===== src/rtl/dmem_arbiter_pkg.sv =====
// Shared types and defaults for the data-memory arbiter (dmem_arbiter, dmem_arb_pick).
package dmem_arbiter_pkg;

    localparam int unsigned ISIZE        = 16;
    localparam int unsigned DSIZE        = 32;
    localparam int unsigned ARB_MAX_WAIT = 4;
    localparam int unsigned WCNT_W       = 4;

    typedef enum logic [1:0] {
        ARB_IDLE   = 2'd0,
        ARB_XFER_C = 2'd1,
        ARB_XFER_A = 2'd2,
        ARB_DONE   = 2'd3
    } arb_state_e;

    typedef enum logic [1:0] {
        GNT_NONE = 2'd0,
        GNT_C    = 2'd1,
        GNT_A    = 2'd2
    } arb_grant_e;

    // Starvation counter: cleared when A wins, bumped (saturating) each time A loses to C.
    function automatic logic [WCNT_W-1:0] wait_cnt_next(
        input logic [WCNT_W-1:0] cnt,
        input arb_grant_e        grant,
        input logic              aux_req,
        input logic [WCNT_W-1:0] max_wait
    );
        logic [WCNT_W-1:0] nxt;
        nxt = cnt;
        if (grant == GNT_A) begin
            nxt = '0;
        end else if ((grant == GNT_C) && aux_req && (cnt < max_wait)) begin
            nxt = cnt + 1'b1;
        end
        return nxt;
    endfunction

endpackage


===== src/rtl/dmem_arb_pick.sv =====
// Combinational winner select for dmem_arbiter.
// DMEM_ARB_RR_EN selects strict alternation; otherwise CPU priority with a starvation counter.
module dmem_arb_pick
    import dmem_arbiter_pkg::*;
#(
    parameter int unsigned MAX_WAIT = ARB_MAX_WAIT
) (
    input  logic              cpu_req_i,
    input  logic              aux_req_i,
`ifdef DMEM_ARB_RR_EN
    input  logic              last_grant_a_i,
`else
    input  logic [WCNT_W-1:0] wait_cnt_i,
`endif
    output arb_grant_e        grant_o
);

    logic aux_wins_tie;

`ifdef DMEM_ARB_RR_EN
    assign aux_wins_tie = ~last_grant_a_i;
`else
    assign aux_wins_tie = (wait_cnt_i == WCNT_W'(MAX_WAIT));
`endif

    always_comb begin
        grant_o = GNT_NONE;
        if (cpu_req_i && aux_req_i) begin
            grant_o = aux_wins_tie ? GNT_A : GNT_C;
        end else if (cpu_req_i) begin
            grant_o = GNT_C;
        end else if (aux_req_i) begin
            grant_o = GNT_A;
        end
    end

endmodule


===== src/rtl/dmem_arbiter.sv =====
// Single-port data-memory arbiter between CPU MEM stage (C) and auxiliary master (A).
// Optional macro DMEM_ARB_RR_EN: round-robin on contention instead of CPU priority + starvation counter.
module dmem_arbiter
    import dmem_arbiter_pkg::*;
#(
    parameter int unsigned AW       = ISIZE,
    parameter int unsigned DW       = DSIZE,
    parameter int unsigned MAX_WAIT = ARB_MAX_WAIT
) (
    input  logic          clk,
    input  logic          rst,
    input  logic          cpu_req,
    input  logic          cpu_we,
    input  logic [AW-1:0] cpu_addr,
    input  logic [DW-1:0] cpu_wdata,
    output logic          cpu_ack,
    output logic [DW-1:0] cpu_rdata,
    output logic          cpu_stall,
    input  logic          aux_req,
    input  logic          aux_we,
    input  logic [AW-1:0] aux_addr,
    input  logic [DW-1:0] aux_wdata,
    output logic          aux_ack,
    output logic [DW-1:0] aux_rdata,
    output logic          mem_write,
    output logic          mem_read,
    output logic [AW-1:0] mem_addr,
    output logic [DW-1:0] mem_wdata,
    input  logic [DW-1:0] mem_rdata
);

    arb_state_e    state_q, state_d;
    logic          cpu_ack_q, cpu_ack_d;
    logic          aux_ack_q, aux_ack_d;
    logic [DW-1:0] cpu_rdata_q, cpu_rdata_d;
    logic [DW-1:0] aux_rdata_q, aux_rdata_d;
    arb_grant_e    grant;
    logic          arb_en;

    assign arb_en = (state_q == ARB_IDLE) || (state_q == ARB_DONE);

`ifdef DMEM_ARB_RR_EN
    logic last_grant_a_q, last_grant_a_d;

    dmem_arb_pick #(
        .MAX_WAIT (MAX_WAIT)
    ) u_pick (
        .cpu_req_i      (cpu_req),
        .aux_req_i      (aux_req),
        .last_grant_a_i (last_grant_a_q),
        .grant_o        (grant)
    );

    always_comb begin
        last_grant_a_d = last_grant_a_q;
        if (arb_en && (grant != GNT_NONE)) begin
            last_grant_a_d = (grant == GNT_A);
        end
    end

    // Reset to "A granted last" so the CPU wins the first contention.
    always_ff @(posedge clk) begin
        if (rst) begin
            last_grant_a_q <= 1'b1;
        end else begin
            last_grant_a_q <= last_grant_a_d;
        end
    end
`else
    logic [WCNT_W-1:0] wait_cnt_q, wait_cnt_d;

    dmem_arb_pick #(
        .MAX_WAIT (MAX_WAIT)
    ) u_pick (
        .cpu_req_i  (cpu_req),
        .aux_req_i  (aux_req),
        .wait_cnt_i (wait_cnt_q),
        .grant_o    (grant)
    );

    always_comb begin
        wait_cnt_d = wait_cnt_q;
        if (arb_en) begin
            wait_cnt_d = wait_cnt_next(wait_cnt_q, grant, aux_req, WCNT_W'(MAX_WAIT));
        end
    end

    always_ff @(posedge clk) begin
        if (rst) begin
            wait_cnt_q <= '0;
        end else begin
            wait_cnt_q <= wait_cnt_d;
        end
    end
`endif

    always_comb begin
        state_d     = state_q;
        cpu_ack_d   = 1'b0;
        aux_ack_d   = 1'b0;
        cpu_rdata_d = cpu_rdata_q;
        aux_rdata_d = aux_rdata_q;
        unique case (state_q)
            ARB_IDLE, ARB_DONE: begin
                case (grant)
                    GNT_C:   state_d = ARB_XFER_C;
                    GNT_A:   state_d = ARB_XFER_A;
                    default: state_d = ARB_IDLE;
                endcase
            end
            ARB_XFER_C: begin
                state_d   = ARB_DONE;
                cpu_ack_d = 1'b1;
                if (!cpu_we) begin
                    cpu_rdata_d = mem_rdata;
                end
            end
            ARB_XFER_A: begin
                state_d   = ARB_DONE;
                aux_ack_d = 1'b1;
                if (!aux_we) begin
                    aux_rdata_d = mem_rdata;
                end
            end
            default: state_d = ARB_IDLE;
        endcase
    end

    // A reset landing in an XFER cycle drops the access: no ack, no rdata update.
    always_ff @(posedge clk) begin
        if (rst) begin
            state_q     <= ARB_IDLE;
            cpu_ack_q   <= 1'b0;
            aux_ack_q   <= 1'b0;
            cpu_rdata_q <= '0;
            aux_rdata_q <= '0;
        end else begin
            state_q     <= state_d;
            cpu_ack_q   <= cpu_ack_d;
            aux_ack_q   <= aux_ack_d;
            cpu_rdata_q <= cpu_rdata_d;
            aux_rdata_q <= aux_rdata_d;
        end
    end

    always_comb begin
        mem_write = 1'b0;
        mem_read  = 1'b0;
        mem_addr  = '0;
        mem_wdata = '0;
        case (state_q)
            ARB_XFER_C: begin
                mem_write = cpu_we & ~rst;
                mem_read  = ~cpu_we;
                mem_addr  = cpu_addr;
                mem_wdata = cpu_wdata;
            end
            ARB_XFER_A: begin
                mem_write = aux_we & ~rst;
                mem_read  = ~aux_we;
                mem_addr  = aux_addr;
                mem_wdata = aux_wdata;
            end
            default: ;
        endcase
    end

    assign cpu_ack   = cpu_ack_q;
    assign aux_ack   = aux_ack_q;
    assign cpu_rdata = cpu_rdata_q;
    assign aux_rdata = aux_rdata_q;
    assign cpu_stall = cpu_req & ~cpu_ack_q;

endmodule


===== config.mk =====
export PLATFORM = sky130hd
export DESIGN_NAME = dmem_arbiter
export DESIGN_NICKNAME = d
export VERILOG_FILES = /design/src/rtl/dmem_arbiter_pkg.sv /design/src/rtl/dmem_arb_pick.sv /design/src/rtl/dmem_arbiter.sv
export SDC_FILE = /design/constraint.sdc
export NUM_CORES = 1
export LEC_CHECK = 0
export BUFFER_PORTS_ARGS = -buffer_cell sky130_fd_sc_hd__buf_2
export CAP_MARGIN = 20
export CORE_MARGIN = 2
export CORE_UTILIZATION = 30
export CTS_CLUSTER_DIAMETER = 50
export DETAILED_ROUTE_END_ITERATION = 12
export PLACE_DENSITY = 0.73
export SLEW_MARGIN = 20
export SYNTH_ARGS = -nofsm -noshare
export SYNTH_HDL_FRONTEND = slang
export SYNTH_HIERARCHICAL = 1
export SYNTH_SLANG_ARGS = --single-unit

===== constraint.sdc =====
create_clock -name clk -period 1.45 [get_ports clk]
set_input_delay 0.29 -clock clk [delete_from_list [all_inputs] [get_ports clk]]
set_output_delay 0.29 -clock clk [all_outputs]
set_load 0.005 [all_outputs]

==> flow_summary.yaml <==
synthesis:
  synth_area_um2: 3270
  synthMuxAreaShare_pct: 0.306
  ys_seq_area_share_pct: 44.0
  ys.flop_type: "dfxtp_1"
  synth-compound-area-share_pct: 22.5
  synth_seq_cells: 72
  synth_top_family_by_area: "simple AND/OR/NAND/NOR gates"
  synthSimpleGateAreaFrac_pct: 25.2
  synth_edf_count: 0
  syn_nets: 578
  synth_xor_xnor_area_share_pct: 0
  async_reset_ff_share_pct: 0
  synthAdderAreaFrac_pct: 1.53
  synth_top_area_share_pct: 44.0
  syn_inst: 440
  yosys_warnings: 6
  synth.most_common_cell: "nand2_1"
  synth_common_cells: "nand2_1, dfxtp_1, a21oi_1"
  synth_top_area_cell: "dfxtp_1"
  yosys-top-cells-area: "dfxtp_1, nand2_1, a22oi_1, a21oi_1, nor2_1"
  ys_types: 24
  syn_area_per_cell_um2: 7.44
finish:
  multi_input_area_um2: 1960
  diodes: 0
  fin_area_um2: 5580
  regArea_um2: 1450
  finalNonFillerCells: 840
  area_growth_pct: 70.3
  n_fill_cell: 1046
  drive_above_1_share_pct: 54.0
  nets: 833
placement:
  place.gp.congestion: 0.795
  place_hpwl_mm: 8.62
  dp_cells: 813
  numPortBuffers: 250
  place_area_um2: 4830
  dp_slack_ns: -0.209
critical_path:
  crit_chain: "inv_2 -> ha_2 -> buf_12 -> clkbuf_16 -> a22oi_2 -> nor2_1 -> buf_2"
  crit_type: "flip-flop to output port"
  critPathArrivalTime_ns: 1.60
  crit_fanout: 15
  crit_slowest_cell: "dfxtp_4"
  cp-start-kind: "flip-flop"
  crit_buf_inv: 4
  required_ns: 1.16
  endpoint_kind: "output port"
  cpPeakStageDelay_ns: 0.38
  crit_family: "buffers and inverters"
route:
  viasPerCell: 4.81
  dr.pass1.iters: 4
  num_vias: 4040
  wl_per_cell_um: 15.0
  wl_mm: 12.6
  ant_nets: 0
  drc: 0
  drt_iter0_markers: 222
die:
  die_w_um: 108
  io-pin-count: 251
  die-area_um2: 11800
  core_region_area_um2: 10700
  die_h_um: 108
  start_util_pct: 30.5
  num_rows: 38
cts:
  clockBufferDepth: 2
  worstSkewPairLatency_ns: 0.34
  numCtsBuffers: 9
  cts_root_buffer: "clkbuf_8"
  clkTransAtPathRegs_ns: 0.07
  h-tree-depth: 3
  clkSinkCount: 72
  hold_buffers: 0
  cts_tree: "built"
global_route:
  met1_usage_pct: 21.4
  grt_pass1_vias: 3776
  antenna_found_initial: 0
  grtUsageMet3_pct: 5.42
  track_usage_pct: 19.6
  busiest_layer: "met2"
  grt_use_met2_pct: 36.1
  grt.overflow.total: 0
  grt_pass1_wl_mm: 18.1
  grt_max_degree: 62
sta:
  period_needed_ns: 1.89
  slew_headroom_pct: 80.6
  tightest_slew_ns: 0.291
  max_freq_mhz: 530
  finalWorstSetupSlack_ns: -0.438
  rsz0062_at_grt: "yes"
  hold_viol_final: 0
  setup_tns_ns: -24.60
  skew_ns: 0.00333
  slew_violations: 0
  setup_viol: 82
  fin_crit_sh_pct: 130
run_status:
  failed_checks: "setup timing"
  outcome: "complete, but fails checks"
power_and_ir_drop:
  p_leak_uw: 0.00257
  ir_drop_uv: 569
  powerDensity_nw_per_um2: 1050
  power_uw: 5850
worst_hold_path:
  hold_class: "primary input to flip-flop"
flow_run:
  maxCapViolCount: 0
[registers in the layout, indices dropped and copies added (netlist names)]
name and count:
aux_ack 1, cpu_rdata 32, cpu_ack 1, aux_rdata 32, wait_cnt_q 4, state_q 2
[cell usage in the layout, fill, tap and decap left out, drive strengths merged]
master	netlist	layout
nor4b	1	1
dfxtp	72	72
inv	4	4
and4bb	1	1
a21oi	68	68
nor4	1	1
buf	23	281
nand2	130	130
nor2	49	49
and4b	2	2
nor2b	8	8
and2	1	1
o21a	1	1
a31o	1	1
clkinv	0	2
clkinvlp	0	3
clkbuf	18	14
ha	4	4
a21boi	1	1
a22oi	48	48
a31oi	2	2
nand2b	3	3
bufbuf	0	1
nor3	1	1
mux2i	1	1
[worst min-delay path, stage by stage]
cell	delay [ns]
buf_2	0.10
nand2_1	0.05
a21oi_1	0.05
[where the power goes]
part	internal, uW	total [uW]	leakage (uW)	switching, uW
clock	661	1400	0.0000813	742
sequential	2100	2170	0.000586	65.9
combinational	1170	2280	0.00190	1120
total	3930	5850	0.00257	1920
[metal layers]
| layer | vias up | wire, um | part of all wire, % |
|---|---|---|---|
| met1 | 1853 | 4810 | 38 |
| met3 | 18 | 1010 | 8.0 |
| met2 | 181 | 6590 | 52 |
| li1 | 1988 | - | - |
| met5 | - | 0 | 0 |
| met4 | 0 | 190 | 1.5 |
[repair_timing]
item / CTS / global route
cloned: 2 / 4
endpoints found under the hold margin: 0 / 0
pin swaps: 3 / 10
setup buffers: 3 / 2
resized for setup: 54 / 38
setup endpoints to repair: 84 / 85
[stage by stage]
| stage | util (%) | hold slack, ns |
|---|---|---|
| floorplan | - | 0.426 |
| global placement | 44.9 | 0.436 |
| detailed placement | 44.9 | 0.441 |
| CTS | 49.5 | 0.166 |
| global route | 51.9 | 0.168 |
| finish | 51.9 | 0.188 |
[worst paths after layout]
check	start	end	slack [ns]	cells past startpoint
hold reg to reg	cpu_rdata[1]	cpu_rdata[1]	0.45	2
hold / removal	mem_rdata[23]	aux_rdata[23]	0.19	3
setup / recovery	state_q[1]	mem_addr[9]	-0.44	7
setup reg to reg	state_q[1]	cpu_rdata[2]	-0.18	8
[logic make-up after synthesis]
| group | count (synthesis) |
|---|---|
| simple gates | 197 |
| compound gates | 121 |
| flops | 72 |
| buf+inv | 45 |
| fa+ha+maj | 4 |
| mux | 1 |
[cell type report]
class                      instances  area share (%)
timing repair buffer             285            32.2
sequential                        72            26.0
inverter                           4           0.314
clock inverter                     5           0.583
multi-input combinational        323            35.2
clock buffer                      11            2.54
tap                              140            3.14
(Power assumes the default switching activity.)
